--- config.mk ---
export PLATFORM = sky130hd
export DESIGN_NAME = mult_arbiter_flat
export DESIGN_NICKNAME = d
export VERILOG_FILES = /design/src/rtl/mult_arbiter_if.sv /design/src/rtl/mult_arbiter.sv /design/src/flat_wrapper.sv
export SDC_FILE = /design/constraint.sdc
export NUM_CORES = 1
export LEC_CHECK = 0
export BUFFER_PORTS_ARGS = -buffer_cell sky130_fd_sc_hd__buf_2
export CAP_MARGIN = 40
export CORE_ASPECT_RATIO = 1.2
export CORE_UTILIZATION = 35
export CTS_CLUSTER_DIAMETER = 40
export DETAILED_ROUTE_END_ITERATION = 6
export GPL_ROUTABILITY_DRIVEN = 0
export GPL_TIMING_DRIVEN = 0
export MAX_ROUTING_LAYER = met4
export PLACE_DENSITY = 0.7
export SETUP_SLACK_MARGIN = 0.1
export SLEW_MARGIN = 40
export SYNTH_ARGS = -nofsm -noshare
export SYNTH_HDL_FRONTEND = slang
export SYNTH_SLANG_ARGS = --single-unit
export TNS_END_PERCENT = 30
--- constraint.sdc ---
create_clock -name clk -period 3.3 [get_ports clk]
set_clock_uncertainty 0.2 [all_clocks]
set_input_delay 0.165 -clock clk [delete_from_list [all_inputs] [get_ports clk]]
set_output_delay 0.165 -clock clk [all_outputs]
set_load 0.02 [all_outputs]
--- src/rtl/mult_arbiter_if.sv ---
// Requester-side bus of the multiplier arbiter: request/operand inputs and
// the ack/done/result/err/busy responses, one bit or slice per requester.
interface mult_arbiter_if #(
  parameter int NREQ = 4
);
  logic [NREQ-1:0]    req;
  logic [16*NREQ-1:0] a_in;
  logic [16*NREQ-1:0] b_in;
  logic [NREQ-1:0]    ack;
  logic [NREQ-1:0]    done;
  logic [31:0]        result;
  logic               err;
  logic               busy;

  // Requesters drive requests and operands and observe the responses.
  modport master (
    output req, a_in, b_in,
    input  ack, done, result, err, busy
  );

  // The arbiter samples requests and operands and drives the responses.
  modport slave (
    input  req, a_in, b_in,
    output ack, done, result, err, busy
  );
endinterface

--- src/rtl/mult_arbiter.sv ---
// Round-robin arbiter sharing one 16x16 shift-add multiplier among NREQ
// requesters. A winner's operands are latched and presented on mul_a/mul_b
// with mul_trig high until mul_fin (or a watchdog abort); the product is
// returned with a one-cycle done pulse, then mul_trig is held low for
// IDLE_GAP cycles so the multiplier clears before the next operation.
// Optional build macro MULT_ARB_STATS_EN adds op_count/to_count outputs.
module mult_arbiter #(
  parameter int NREQ     = 4,
  parameter int TIMEOUT  = 40,
  parameter int IDLE_GAP = 2
) (
  input  logic          clk,
  input  logic          rst,
  mult_arbiter_if.slave bus,
  output logic          mul_trig,
  output logic [15:0]   mul_a,
  output logic [15:0]   mul_b,
  input  logic [31:0]   mul_c,
  input  logic          mul_fin
`ifdef MULT_ARB_STATS_EN
  ,
  output logic [15:0]   op_count,
  output logic [7:0]    to_count
`endif
);

  localparam int DATA_W = 16;
  localparam int PW     = (NREQ > 1) ? $clog2(NREQ) : 1;
  localparam int WW     = $clog2(TIMEOUT + 1);
  localparam int GW     = $clog2(IDLE_GAP + 1);

  typedef enum logic [1:0] {
    S_IDLE = 2'd0,
    S_RUN  = 2'd1,
    S_GAP  = 2'd2
  } state_t;

  state_t              state_q, state_d;
  logic [NREQ-1:0]     ack_q, ack_d;
  logic [NREQ-1:0]     done_q, done_d;
  logic                err_q, err_d;
  logic                busy_q, busy_d;
  logic [31:0]         result_q, result_d;
  logic                trig_q, trig_d;
  logic [DATA_W-1:0]   a_q, a_d;
  logic [DATA_W-1:0]   b_q, b_d;
  logic [PW-1:0]       idx_q, idx_d;
  logic [PW-1:0]       rr_q, rr_d;
  logic [WW-1:0]       wcnt_q, wcnt_d;
  logic [GW-1:0]       gcnt_q, gcnt_d;

  logic                win_vld;
  logic [PW-1:0]       win_idx;
  logic [DATA_W-1:0]   a_sel;
  logic [DATA_W-1:0]   b_sel;

  // Round-robin pick: first requester at or above rr_q, wrapping modulo NREQ.
  // Scanning offsets from high to low lets the smallest offset win.
  always_comb begin
    int j;
    win_vld = 1'b0;
    win_idx = '0;
    j       = 0;
    for (int k = NREQ - 1; k >= 0; k--) begin
      j = int'(rr_q) + k;
      if (j >= NREQ) j = j - NREQ;
      if (bus.req[j]) begin
        win_vld = 1'b1;
        win_idx = PW'(j);
      end
    end
  end

  // Operand mux selecting the winner's A/B slices.
  always_comb begin
    a_sel = '0;
    b_sel = '0;
    for (int i = 0; i < NREQ; i++) begin
      if (PW'(i) == win_idx) begin
        a_sel = bus.a_in[DATA_W*i +: DATA_W];
        b_sel = bus.b_in[DATA_W*i +: DATA_W];
      end
    end
  end

  // Next-state and next-output logic; pulses default low every cycle.
  always_comb begin
    state_d  = state_q;
    ack_d    = '0;
    done_d   = '0;
    err_d    = 1'b0;
    result_d = result_q;
    trig_d   = trig_q;
    a_d      = a_q;
    b_d      = b_q;
    idx_d    = idx_q;
    rr_d     = rr_q;
    wcnt_d   = wcnt_q;
    gcnt_d   = gcnt_q;

    unique case (state_q)
      S_IDLE: begin
        if (win_vld) begin
          a_d            = a_sel;
          b_d            = b_sel;
          ack_d[win_idx] = 1'b1;
          trig_d         = 1'b1;
          idx_d          = win_idx;
          rr_d           = (win_idx == PW'(NREQ - 1)) ? '0 : win_idx + 1'b1;
          wcnt_d         = '0;
          state_d        = S_RUN;
        end
      end

      S_RUN: begin
        wcnt_d = wcnt_q + 1'b1;
        // fin takes priority over a coinciding watchdog expiry
        if (mul_fin) begin
          result_d      = mul_c;
          done_d[idx_q] = 1'b1;
          trig_d        = 1'b0;
          gcnt_d        = '0;
          state_d       = S_GAP;
        end else if (wcnt_q == WW'(TIMEOUT - 1)) begin
          result_d      = '0;
          done_d[idx_q] = 1'b1;
          err_d         = 1'b1;
          trig_d        = 1'b0;
          gcnt_d        = '0;
          state_d       = S_GAP;
        end
      end

      S_GAP: begin
        // requests are ignored here; mul_trig stays low for IDLE_GAP cycles
        if (gcnt_q == GW'(IDLE_GAP - 1)) begin
          gcnt_d  = '0;
          state_d = S_IDLE;
        end else begin
          gcnt_d = gcnt_q + 1'b1;
        end
      end

      default: begin
        trig_d  = 1'b0;
        state_d = S_IDLE;
      end
    endcase

    busy_d = (state_d != S_IDLE);
  end

  // State and output registers; reset drops any in-flight operation silently.
  always_ff @(posedge clk) begin
    if (rst) begin
      state_q  <= S_IDLE;
      ack_q    <= '0;
      done_q   <= '0;
      err_q    <= 1'b0;
      busy_q   <= 1'b0;
      result_q <= '0;
      trig_q   <= 1'b0;
      a_q      <= '0;
      b_q      <= '0;
      idx_q    <= '0;
      rr_q     <= '0;
      wcnt_q   <= '0;
      gcnt_q   <= '0;
    end else begin
      state_q  <= state_d;
      ack_q    <= ack_d;
      done_q   <= done_d;
      err_q    <= err_d;
      busy_q   <= busy_d;
      result_q <= result_d;
      trig_q   <= trig_d;
      a_q      <= a_d;
      b_q      <= b_d;
      idx_q    <= idx_d;
      rr_q     <= rr_d;
      wcnt_q   <= wcnt_d;
      gcnt_q   <= gcnt_d;
    end
  end

  assign bus.ack    = ack_q;
  assign bus.done   = done_q;
  assign bus.err    = err_q;
  assign bus.busy   = busy_q;
  assign bus.result = result_q;
  assign mul_trig   = trig_q;
  assign mul_a      = a_q;
  assign mul_b      = b_q;

`ifdef MULT_ARB_STATS_EN
  logic [15:0] op_q;
  logic [7:0]  to_q;

  function automatic logic [15:0] sat_inc16(input logic [15:0] v);
    return (v == 16'hFFFF) ? v : v + 16'd1;
  endfunction

  function automatic logic [7:0] sat_inc8(input logic [7:0] v);
    return (v == 8'hFF) ? v : v + 8'd1;
  endfunction

  // Saturating counters of completed operations and of watchdog aborts.
  always_ff @(posedge clk) begin
    if (rst) begin
      op_q <= '0;
      to_q <= '0;
    end else begin
      if (|done_d) op_q <= sat_inc16(op_q);
      if (err_d)   to_q <= sat_inc8(to_q);
    end
  end

  assign op_count = op_q;
  assign to_count = to_q;
`endif

endmodule

--- src/flat_wrapper.sv ---
// flat-port wrapper written by rule: the top's interface ports become plain ports
module mult_arbiter_flat 
#(
  parameter int NREQ     = 4,
  parameter int TIMEOUT  = 40,
  parameter int IDLE_GAP = 2
)
  (clk, rst, mul_trig, mul_a, mul_b, mul_c, mul_fin, bus_req, bus_a_in, bus_b_in, bus_ack, bus_done, bus_result, bus_err, bus_busy);
  mult_arbiter_if #(.NREQ(NREQ)) bus_i ();
  input  logic clk;
  input  logic rst;
  output logic mul_trig;
  output logic [15:0] mul_a;
  output logic [15:0] mul_b;
  input  logic [31:0] mul_c;
  input  logic mul_fin;
  input wire logic [$bits(bus_i.req)-1:0] bus_req;
  input wire logic [$bits(bus_i.a_in)-1:0] bus_a_in;
  input wire logic [$bits(bus_i.b_in)-1:0] bus_b_in;
  output wire logic [$bits(bus_i.ack)-1:0] bus_ack;
  output wire logic [$bits(bus_i.done)-1:0] bus_done;
  output wire logic [$bits(bus_i.result)-1:0] bus_result;
  output wire logic [$bits(bus_i.err)-1:0] bus_err;
  output wire logic [$bits(bus_i.busy)-1:0] bus_busy;
  assign bus_i.req = bus_req;
  assign bus_i.a_in = bus_a_in;
  assign bus_i.b_in = bus_b_in;
  assign bus_ack = bus_i.ack;
  assign bus_done = bus_i.done;
  assign bus_result = bus_i.result;
  assign bus_err = bus_i.err;
  assign bus_busy = bus_i.busy;
  mult_arbiter #(.NREQ(NREQ), .TIMEOUT(TIMEOUT), .IDLE_GAP(IDLE_GAP)) u_core (.clk(clk), .rst(rst), .bus(bus_i), .mul_trig(mul_trig), .mul_a(mul_a), .mul_b(mul_b), .mul_c(mul_c), .mul_fin(mul_fin));
endmodule
==> key figures <==
Worst setup path
  • R2R Setup Slk: 0.36 ns
  • Required time of the worst setup path: 3.36 ns
  • Reg-to-reg endpoint: u_core.mul_b[15]
  • Biggest fanout along the worst timing path: 10
  • Arrival @ worst endpoint: around 3 ns
  • Setup crit start: u_core.rr_q[1]
  • Worst flop-to-flop path startpoint: u_core.rr_q[1]
  • Critical Path End Type: register
  • Worst reg-to-reg path cell count: 10
  • Worst Setup Path Type: reg2reg
  • Crit path launch type: register

Global route
  • Maximum number of pins on one net before global-route repair: 15
  • Via count of the first global-routing pass: 5275
  • Wire length of the first global-routing pass: approximately 26 mm
  • Total congestion overflow: 0
  • Gr usage total: 25.5%
  • Number of antenna violations at the first check in global routing: 2

Place
  • Cells after DPL: 989
  • DP HPWL: 11.9 mm
  • Number of I/O port buffers: between 200 and 250

STA
  • Worst Tran Pin Value: approximately 0.65 ns
  • Number of hold-slack violations in the final timing report: 1
  • Number of setup violations in the final report: 0
  • Period utilization: between 80% and 90%
  • Setup repair after global routing missed its margin: false
  • Headroom to the max-slew limit: 56.9%
  • Fmax: 0.340 GHz
  • Final worst path period need: 2.94 ns
  • Hold slack final: -0.000755 ns
  • Max Slew Vio Count: 0
  • Total Negative Setup Slacks: 0 ns

Clock tree
  • Clock root cell: clkbuf_16
  • Post-cts hold buffer count: 60
  • Bufs on Longest Clock Path: 2
  • Number of gates given a new drive strength after cts: 0
  • Clock buffer count from CTS: 9
  • Sink Count: 89
  • Clock network latency to the later pin of the worst-skew pair: 0.33 ns
  • H-tree level count: 3
  • CTS tree: yes
  • Post-CTS setup-driven buffer insertion count: 0
  • Clock-pin slew reported for the worst setup and hold paths after clock tree synthesis: 0.06 ns

Detailed routing
  • First-iteration detailed-routing DRC count: between 300 and 400
  • Aggregate routed wire length: 16.5 mm
  • Wirelength per Cell: between 15 and 20 um
  • Post-DR vias/cell: 5.05
  • DRC violations left: 0
  • Antenna-violating nets left: 0
  • Number of iterations in the first detailed-routing pass: 5
  • Via total after detailed routing: about 5.4k

Final layout
  • Multi-input combinational cell area: around 0.0022 sq mm
  • Fraction of final layout cells sized beyond drive strength 1: 32.7%
  • Count of placed standard cells in the final layout, fillers left out: between 1k and 1.5k
  • Sequential standard cell area: 0.00178 sq mm
  • Filler cell count in the final layout: 1192
  • Area delta synth->final: 52.4%
  • NumNets Final: 1071

Die
  • CORE AREA: 0.0122 sq mm
  • Total Die Area: 0.0131 sq mm
  • Number of rows created at floorplan: 44
  • Die outline height: between 100 and 150 um
  • Number of top-level pins: about 240
  • Die X: 105 um
  • Initial Util: 36.3%

Worst hold path
  • Start point of the worst min-delay path: bus_b_in[62]
  • Hold Crit Endpoint: u_core.mul_b[14]
  • Worst min-delay path class: in2reg
  • Worst hold stages: 3

Outcome
  • Violations in the final reports: negative hold slack
  • Run status: complete, but fails checks

Pwr
  • Leak Pwr: 0.00320 uW
  • Power per cell area: between 500 and 600 mW/mm^2
  • Pwr Total: 3810 uW
  • IR drop worst, VDD: 249 uV

Logic synthesis
  • Synth Instances: 588
  • Mapped Nets: 760
  • Fraction of synthesized cell area in xor and xnor cells: 0%
  • Proportion of register bits with asynchronous set or reset after synthesis: 0%
  • Library cells used by synthesis: 45
  • Portion of the post-synthesis area used by sequential elements: 40.2%
  • Post-synthesis register bit count: 89
  • Share of the synthesized area in compound gates (AO/OA/AOI/OAI): around 25%
  • Simple logic cell fraction of the synthesized area: 23.3%
  • Portion of netlist area occupied by mux cells: 0%
  • Arithmetic-cell share of the synthesized area counting full adders, half adders and majority gates: approximately 1.4%
  • Combinational family with the most area after synthesis: compound AO/OA/AOI/OAI gates
  • Most common flop cell mapped by yosys: dfxtp_1
  • Number of warnings reported in the yosys synthesis log: 0
  • Average cell area after synthesis: ~7.5 sq um
  • Synth Cell Area: 0.00443 sq mm
  • Number of synthesized flops with an enable pin: 0

Job
  • Max Cap Violations: 0
report_power, final:
group / switching, uW / leakage [uW] / internal, uW
sequential: 88.3 / 0.000730 / 1220
combinational: 871 / 0.00231 / 557
clock: 423 / 0.000155 / 649
layout make-up:
cell class              count  share of cell area, %
plain buffers              53                   4.56
repair buffers            300                   26.7
clock inverters             3                  0.704
multi-input cells         410                   32.7
flip-flops and latches     89                   26.4
inverters                  36                   2.00
diodes                      2                 0.0741
well taps                 161                   2.98
clock buffers              12                   3.95
synth_stat cells (all sizes together), types with 2 or more instances:
cell type / count / share of area (%)
nor4: 3 / 0.56
buf: 29 / 4.6
inv: 36 / 3.0
nor2b: 2 / 0.28
nand3b: 2 / 0.34
nand4b: 2 / 0.40
nor4b: 2 / 0.40
a21o: 2 / 0.40
nand2b: 5 / 0.71
nand2: 72 / 6.1
and2b: 2 / 0.34
a221oi: 32 / 6.7
nor3: 36 / 4.2
clkbuf: 23 / 2.1
ha: 5 / 1.4
a21oi: 105 / 12
nand4: 2 / 0.28
dfxtp: 89 / 40
and2: 5 / 0.71
or3: 2 / 0.28
nor3b: 2 / 0.34
a31oi: 3 / 0.76
nor2: 46 / 3.9
o21ai: 40 / 4.5
nand3: 33 / 4.2
registers in the layout, summed over array words and instances (netlist names):
register           flops
u_core.bus.result     32
u_core.state_q         2
u_core.bus.busy        1
u_core.mul_b          16
u_core.mul_trig        1
u_core.wcnt_q          6
u_core.bus.ack         4
u_core.idx_q           2
u_core.bus.err         1
u_core.rr_q            2
u_core.gcnt_q          2
u_core.bus.done        4
u_core.mul_a          16
cells by family (layout without fill, tap and decap cells):
logic type	after synthesis	after routing
buffers and inverters	89	404
and+or+nand+nor	218	218
adders and majority gates	5	5
other	0	2
AOI/OAI and AO/OA	187	187
DFF	89	89
how the worst max path moves through the flow:
stage	endpoint	slack, ns	depth (start not counted)
detailed placement	u_core.mul_b[15]	0.39	10
global route	u_core.mul_b[15]	0.16	10
CTS	u_core.mul_b[15]	0.37	10
global placement	u_core.mul_b[15]	0.40	10
floorplan	u_core.mul_b[0]	0.91	10
finish	u_core.mul_b[15]	0.36	10
routing by layer:
| metal | GRT usage (%) | vias to the layer above | share of wire, % |
|---|---|---|---|
| met5 | - | - | 0 |
| met4 | 9.28 | 0 | 2.4 |
| met3 | 7.14 | 22 | 8.3 |
| met2 | 43.2 | 245 | 49 |
| met1 | 28.5 | 2436 | 41 |
| li1 | - | 2680 | - |
worst max-delay path, stage by stage (launching register included):
cell      delay [ns]
dfxtp_1         0.40
a21o_2          0.14
a21boi_0        0.07
o22ai_1         0.34
ha_1            0.22
clkbuf_1        0.21
clkbuf_1        0.45
nand2_1         0.23
o21ai_0         0.34
a221oi_2        0.09
nor3_1          0.17
cell usage in the layout (no fill, tap or decap), types with 5 or more instances in the layout:
cell,n
clkbuf_16,9
dlygate4sd3_1,60
nand3_1,29
dfxtp_1,89
buf_6,5
nand2b_1,5
buf_2,257
o21ai_0,39
inv_1,36
a221oi_1,29
ha_1,5
nor3_1,35
a21oi_1,105
nor2_1,46
nand2_1,72
clkbuf_1,21
per-stage QoR:
stage	cell area [sq um]	worst slack, ns	hold slack (ns)	util (%)
after CTS	6750	0.372	0.000193	55.2
after global placement	5840	0.404	0.207	47.7
after floorplan	4430	0.914	0.0437	-
after global routing	6760	0.163	0.0278	55.3
after detailed placement	5840	0.392	0.211	47.7
final	6760	0.358	-0.000755	55.3
(Power assumes the default switching activity.)
